### config.mk
export PLATFORM = sky130hd
export DESIGN_NAME = mem_stage_flat
export DESIGN_NICKNAME = d
export VERILOG_FILES = /design/src/rtl/mem_stage_if.sv /design/src/rtl/mem_stage.sv /design/src/flat_wrapper.sv
export SDC_FILE = /design/constraint.sdc
export NUM_CORES = 1
export LEC_CHECK = 0
export CORE_MARGIN = 5
export CORE_UTILIZATION = 45
export CTS_CLUSTER_SIZE = 28
export DETAILED_ROUTE_END_ITERATION = 7
export PLACE_DENSITY = 0.95
export SYNTH_ARGS = -nofsm -noshare
export SYNTH_HDL_FRONTEND = slang
export SYNTH_SLANG_ARGS = --single-unit
### constraint.sdc
create_clock -name clk -period 4.8 [get_ports clk]
set_clock_uncertainty 0.2 [all_clocks]
set_input_delay 0.96 -clock clk [delete_from_list [all_inputs] [get_ports clk]]
set_output_delay 0.96 -clock clk [all_outputs]
set_load 0.005 [all_outputs]
### src/rtl/mem_stage_if.sv
// Data-memory bus between the memory stage (master) and data memory (slave).
interface mem_stage_if #(
  parameter int unsigned ADDR_W = 15
) ();

  logic              mem_req;
  logic              mem_we;
  logic [ADDR_W-1:0] mem_addr;
  logic [31:0]       mem_wdata;
  logic              mem_ready;
  logic              mem_rvalid;
  logic [31:0]       mem_rdata;

  modport master (
    output mem_req,
    output mem_we,
    output mem_addr,
    output mem_wdata,
    input  mem_ready,
    input  mem_rvalid,
    input  mem_rdata
  );

  modport slave (
    input  mem_req,
    input  mem_we,
    input  mem_addr,
    input  mem_wdata,
    output mem_ready,
    output mem_rvalid,
    output mem_rdata
  );

endinterface

### src/rtl/mem_stage.sv
// Memory-access stage: issues word loads/stores to data memory, forwards ALU
// results, and builds the register-file writeback bundle. Stalls upstream while
// a memory transaction is outstanding.
module mem_stage #(
  parameter int unsigned ADDR_W = 15,
  parameter int unsigned REG_W  = 6
) (
  input  logic             clk,
  input  logic             rst,
  input  logic             ex_valid,
  input  logic             ex_load,
  input  logic             ex_store,
  input  logic [31:0]      ex_res,
  input  logic [31:0]      ex_wdata,
  input  logic [REG_W-1:0] ex_rd,
  input  logic             ex_wb_en,
  mem_stage_if.master      mem,
  output logic             wb_valid,
  output logic             wb_we,
  output logic [REG_W-1:0] wb_rd,
  output logic [31:0]      wb_data,
  output logic             misalign,
  output logic             mem_nstall
);

  typedef enum logic [1:0] {StIdle, StReq, StWait} state_e;

  state_e              state_q, state_d;
  logic                mem_we_q, mem_we_d;
  logic [ADDR_W-1:0]   mem_addr_q, mem_addr_d;
  logic [31:0]         mem_wdata_q, mem_wdata_d;
  logic [REG_W-1:0]    rd_q, rd_d;
  logic                wb_en_q, wb_en_d;
  logic                wb_valid_q, wb_valid_d;
  logic                wb_we_q, wb_we_d;
  logic [REG_W-1:0]    wb_rd_q, wb_rd_d;
  logic [31:0]         wb_data_q, wb_data_d;
  logic                misalign_q, misalign_d;

  // Next-state and writeback decode; pulses default low, data fields hold.
  always_comb begin
    state_d     = state_q;
    mem_we_d    = mem_we_q;
    mem_addr_d  = mem_addr_q;
    mem_wdata_d = mem_wdata_q;
    rd_d        = rd_q;
    wb_en_d     = wb_en_q;
    wb_valid_d  = 1'b0;
    wb_we_d     = wb_we_q;
    wb_rd_d     = wb_rd_q;
    wb_data_d   = wb_data_q;
    misalign_d  = 1'b0;

    unique case (state_q)
      StIdle: begin
        if (ex_valid) begin
          if (!(ex_load || ex_store)) begin
            wb_valid_d = 1'b1;
            wb_we_d    = ex_wb_en;
            wb_rd_d    = ex_rd;
            wb_data_d  = ex_res;
          end else if (ex_res[1:0] != 2'b00) begin
            misalign_d = 1'b1;
          end else begin
            // Load wins when both load and store are flagged.
            mem_we_d    = ex_store & ~ex_load;
            mem_addr_d  = ex_res[ADDR_W+1:2];
            mem_wdata_d = ex_wdata;
            rd_d        = ex_rd;
            wb_en_d     = ex_wb_en;
            state_d     = StReq;
          end
        end
      end
      StReq: begin
        if (mem.mem_ready) begin
          if (mem_we_q) begin
            state_d = StIdle;
          end else if (mem.mem_rvalid) begin
            wb_valid_d = 1'b1;
            wb_we_d    = wb_en_q;
            wb_rd_d    = rd_q;
            wb_data_d  = mem.mem_rdata;
            state_d    = StIdle;
          end else begin
            state_d = StWait;
          end
        end
      end
      StWait: begin
        if (mem.mem_rvalid) begin
          wb_valid_d = 1'b1;
          wb_we_d    = wb_en_q;
          wb_rd_d    = rd_q;
          wb_data_d  = mem.mem_rdata;
          state_d    = StIdle;
        end
      end
      default: state_d = StIdle;
    endcase
  end

  // State and output registers with asynchronous active-low reset.
  always_ff @(posedge clk or negedge rst) begin
    if (!rst) begin
      state_q     <= StIdle;
      mem_we_q    <= 1'b0;
      mem_addr_q  <= '0;
      mem_wdata_q <= '0;
      rd_q        <= '0;
      wb_en_q     <= 1'b0;
      wb_valid_q  <= 1'b0;
      wb_we_q     <= 1'b0;
      wb_rd_q     <= '0;
      wb_data_q   <= '0;
      misalign_q  <= 1'b0;
    end else begin
      state_q     <= state_d;
      mem_we_q    <= mem_we_d;
      mem_addr_q  <= mem_addr_d;
      mem_wdata_q <= mem_wdata_d;
      rd_q        <= rd_d;
      wb_en_q     <= wb_en_d;
      wb_valid_q  <= wb_valid_d;
      wb_we_q     <= wb_we_d;
      wb_rd_q     <= wb_rd_d;
      wb_data_q   <= wb_data_d;
      misalign_q  <= misalign_d;
    end
  end

  // Request is a pure function of state so reset drops it without a clock.
  assign mem.mem_req   = (state_q == StReq);
  assign mem.mem_we    = mem_we_q;
  assign mem.mem_addr  = mem_addr_q;
  assign mem.mem_wdata = mem_wdata_q;
  assign wb_valid      = wb_valid_q;
  assign wb_we         = wb_we_q;
  assign wb_rd         = wb_rd_q;
  assign wb_data       = wb_data_q;
  assign misalign      = misalign_q;
  assign mem_nstall    = (state_q == StIdle);

endmodule

### src/flat_wrapper.sv
// flat-port wrapper written by rule: the top's interface ports become plain ports
module mem_stage_flat 
#(
  parameter int unsigned ADDR_W = 15,
  parameter int unsigned REG_W  = 6
)
  (clk, rst, ex_valid, ex_load, ex_store, ex_res, ex_wdata, ex_rd, ex_wb_en, wb_valid, wb_we, wb_rd, wb_data, misalign, mem_nstall, mem_mem_req, mem_mem_we, mem_mem_addr, mem_mem_wdata, mem_mem_ready, mem_mem_rvalid, mem_mem_rdata);
  mem_stage_if #(.ADDR_W(ADDR_W)) mem_i ();
  input  logic clk;
  input  logic rst;
  input  logic ex_valid;
  input  logic ex_load;
  input  logic ex_store;
  input  logic [31:0] ex_res;
  input  logic [31:0] ex_wdata;
  input  logic [REG_W-1:0] ex_rd;
  input  logic ex_wb_en;
  output logic wb_valid;
  output logic wb_we;
  output logic [REG_W-1:0] wb_rd;
  output logic [31:0] wb_data;
  output logic misalign;
  output logic mem_nstall;
  output wire logic [$bits(mem_i.mem_req)-1:0] mem_mem_req;
  output wire logic [$bits(mem_i.mem_we)-1:0] mem_mem_we;
  output wire logic [$bits(mem_i.mem_addr)-1:0] mem_mem_addr;
  output wire logic [$bits(mem_i.mem_wdata)-1:0] mem_mem_wdata;
  input wire logic [$bits(mem_i.mem_ready)-1:0] mem_mem_ready;
  input wire logic [$bits(mem_i.mem_rvalid)-1:0] mem_mem_rvalid;
  input wire logic [$bits(mem_i.mem_rdata)-1:0] mem_mem_rdata;
  assign mem_mem_req = mem_i.mem_req;
  assign mem_mem_we = mem_i.mem_we;
  assign mem_mem_addr = mem_i.mem_addr;
  assign mem_mem_wdata = mem_i.mem_wdata;
  assign mem_i.mem_ready = mem_mem_ready;
  assign mem_i.mem_rvalid = mem_mem_rvalid;
  assign mem_i.mem_rdata = mem_mem_rdata;
  mem_stage #(.ADDR_W(ADDR_W), .REG_W(REG_W)) u_core (.clk(clk), .rst(rst), .ex_valid(ex_valid), .ex_load(ex_load), .ex_store(ex_store), .ex_res(ex_res), .ex_wdata(ex_wdata), .ex_rd(ex_rd), .ex_wb_en(ex_wb_en), .mem(mem_i), .wb_valid(wb_valid), .wb_we(wb_we), .wb_rd(wb_rd), .wb_data(wb_data), .misalign(misalign), .mem_nstall(mem_nstall));
endmodule
==> results.cfg <==
[outcome]
status = complete, no violations

[sta]
drv_slew = 0
hold_violations = 0
fmax_mhz = 324
slew_headroom_pct = 33.0
worst_pin_slew_ns = 1.01
finalSetupViolCount = 0
fin_crit_ns = 3.08
tns_ns = 0
finalCritPeriodShare_pct = 64.2
rsz0062_at_grt = false

[finish]
final_util_pct = 71.1
drive_above_1_share_pct = 31.0
n_antenna_cell = 0
area_delta_synth_final_pct = 53.7
nNetsFinal = 595
nFillCells = 639
design_area_um2 = 6610

[detailed_routing]
ant_nets = 0
via_per_inst = 5.02
routed.top_layer = met4
drt-pass1-iter-count = 4
dr_wl_met3_um = 1000
dr.first_iter.drc_count = 114
dr_wl_met2_um = 6020
drt_wl_total_um = 11200
wl_per_cell_um = 18.3
drt-met1-wl_um = 4100
drc_errors = 0
dr_total_vias = 3076

[cts]
clock_sinks = 98
post_cts_resized = 0
clockBufferDepth = 2
cts_setup_buffers = 0
cts-root-buf = clkbuf_8
clk_latency_ns = 0.34
ctsHoldBuffers = 0
cts_tree = built
cts_buffers = 9
htreeDepth = 3
path_clk_slew_ns = 0.10

[placement]
placed_area_um2 = 6410
hpwlAfterDp_um = 8550
routabilityCongestion = 0.804
numPortBuffers = 200

[global_route]
grt_usage_pct = 19.3
antenna_found_initial = 0
grt_start_max_net_pins = 71
grt_pass1_wl_um = 17800
grt_pass1_vias = 3477
overflow = 0

[worst_hold_path]
min_path_type = flop to flop

[floorplan]
die_h_um = 108
die_x_um = 108
die_area_um2 = 11600
rows = 35
start_util_pct = 46.3
core-area_um2 = 9280
io_pins = 201

[critical_path]
crit_path_top_delay_cell = a21o_2
worst-setup-path-type = flop to flop
crit_path_cell_trace = inv_1 -> ha_2 -> buf_4 -> a221o_1 -> a21o_2 -> mux2_2
cp.required_ns = 4.83
r2r_slack_ns = 1.72
cp-end-kind = flop
crit_path_max_incr_delay_ns = 0.76
worstPathMaxFanout = 40
cp-start-kind = flop
crit_arrival_ns = 3.11

[yosys]
syn_inst = 278
synth.avg_cell_area_um2 = 15.5
synth.top_cell.area_share_pct = 57.1
yosysWarnings = 0
yosysSeqAreaShare_pct = 57.1
synthAdderAreaFrac_pct = 1.75
yosysTopAreaCell = dfrtp_1
synth_top_family_by_area = multiplexers
synth_nets = 394
ys_ff_latch = 98
synth-xor-area-share_pct = 0
yosys.area_share.simple_pct = 1.57
yosys-top-cells-area = dfrtp_1, mux2_2, mux2_4
synth_cell_type_count = 22
synth_compound_area_share_pct = 1.43
muxShareOfSynthArea_pct = 36.0
syn_area_um2 = 4300

[power_and_ir_drop]
switchingPower_mw = 1.28
internal_power_mw = 3.00
ir_worst_vdd_mv = 0.410
leakage_nw = 2.74
switching_share_pct = 29.8
p_comb_share_pct = 53.2
powerDensity_nw_per_um2 = 648
seqPwrFrac_pct = 34.4
p_clk_share_pct = 12.3

[flow_run]
max_cap_viol_count = 0
## metrics by stage
step | total power, mW | hold slack (ns) | instances | setup slack (ns)
after global routing | 4.54 | 0.324 | 613 | 1.49
final | 4.28 | 0.305 | 613 | 1.72
after CTS | 4.32 | 0.307 | 613 | 1.71
after detailed placement | 3.78 | 0.280 | 597 | 1.55
after global placement | 3.67 | 0.263 | 597 | 1.64
after floorplan | 2.65 | 0.252 | 278 | 2.43
## registers in the layout (all words and copies together) (netlist names)
register / count
u_core.mem.mem_wdata: 32
u_core.mem.mem_addr: 15
u_core.wb_we: 1
u_core.wb_rd: 6
u_core.rd_q: 6
u_core.mem.mem_we: 1
u_core.wb_data: 32
u_core.wb_en_q: 1
u_core.misalign: 1
u_core.state_q: 2
u_core.wb_valid: 1
## synth_stat cells (all sizes together)
library cell  count
mux2i             1
or4               1
a21o              1
a21oi             4
nand3             1
ha                6
nand2b            1
inv               6
nor2              4
buf              10
nor4              1
mux2            133
nand2             2
o221ai            1
clkbuf            3
o21ai             3
dfrtp            98
a221o             1
nor3              1
## critical path: cells and delay by family (launching register included)
kind / cells / cell delay (ns)
multiplexers: 1 / 0.44
flip-flops: 1 / 0.43
AO/OA/AOI/OAI: 2 / 1.01
adder cells (fa/ha/maj): 1 / 0.32
buffers and inverters: 2 / 0.57
## metal layers
| metal | track usage (%) | vias to the layer above |
|---|---|---|
| met1 | 22.5 | 1556 |
| met2 | 34.1 | 126 |
| met4 | 3.97 | 0 |
| met5 | 0 | - |
| li1 | - | 1386 |
| met3 | 6.90 | 8 |
## final timing paths
path | start | endpoint | cells after the start
worst max-delay path | u_core.state_q[0] | u_core.wb_data[21] | 6
worst min-delay path | u_core.mem.mem_wdata[31] | u_core.mem.mem_wdata[31] | 1
worst max register to register | u_core.state_q[0] | u_core.wb_data[21] | 6
worst min register to register | u_core.mem.mem_wdata[31] | u_core.mem.mem_wdata[31] | 1
max in group asynchronous | rst | u_core.wb_data[13] | 2
min in group asynchronous | rst | u_core.wb_data[31] | 1
## cells by family after synthesis
group,count (synthesis)
mux,134
simple gates,11
compound gates,10
buf+inv,19
fa+ha+maj,6
flops,98
## final cells by class
cell class | instances | area (um^2) | share of cell area, %
flip-flops and latches | 98 | 2450 | 37.1
clock buffers | 11 | 131 | 1.99
repair buffers | 203 | 2020 | 30.6
inverters | 6 | 22.5 | 0.341
multi-input cells | 161 | 1750 | 26.5
clock inverters | 5 | 62.6 | 0.947
well taps | 129 | 161 | 2.44
## placed cells by master, fill, tap and decap left out, drive strengths merged
cell type | synthesis | final
clkdlybuf4s50 | 0 | 199
mux2 | 133 | 133
dfrtp | 98 | 98
clkbuf | 3 | 11
inv | 6 | 7
ha | 6 | 6
nor2 | 4 | 4
a21oi | 4 | 4
buf | 10 | 4
o21ai | 3 | 3
nand2 | 2 | 2
clkinvlp | 0 | 2
nand3 | 1 | 1
nand2b | 1 | 1
o221ai | 1 | 1
nor4 | 1 | 1
a221o | 1 | 1
a21o | 1 | 1
nor3 | 1 | 1
or4 | 1 | 1
mux2i | 1 | 1
clkinv | 0 | 1
bufinv | 0 | 1
## power by group through the flow
| stage | Sequential [mW] | Combinational [mW] | Clock [mW] |
|---|---|---|---|
| 2_1_floorplan | 1.49 | 1.16 | 0 |
| 3_3_place_gp | 1.46 | 2.22 | 0 |
| 3_5_place_dp | 1.49 | 2.29 | 0 |
| 4_1_cts | 1.48 | 2.30 | 0.543 |
| 5_1_grt | 1.53 | 2.42 | 0.587 |
| 6_report | 1.47 | 2.28 | 0.528 |
Note: power is estimated with default switching activity, not from simulation.
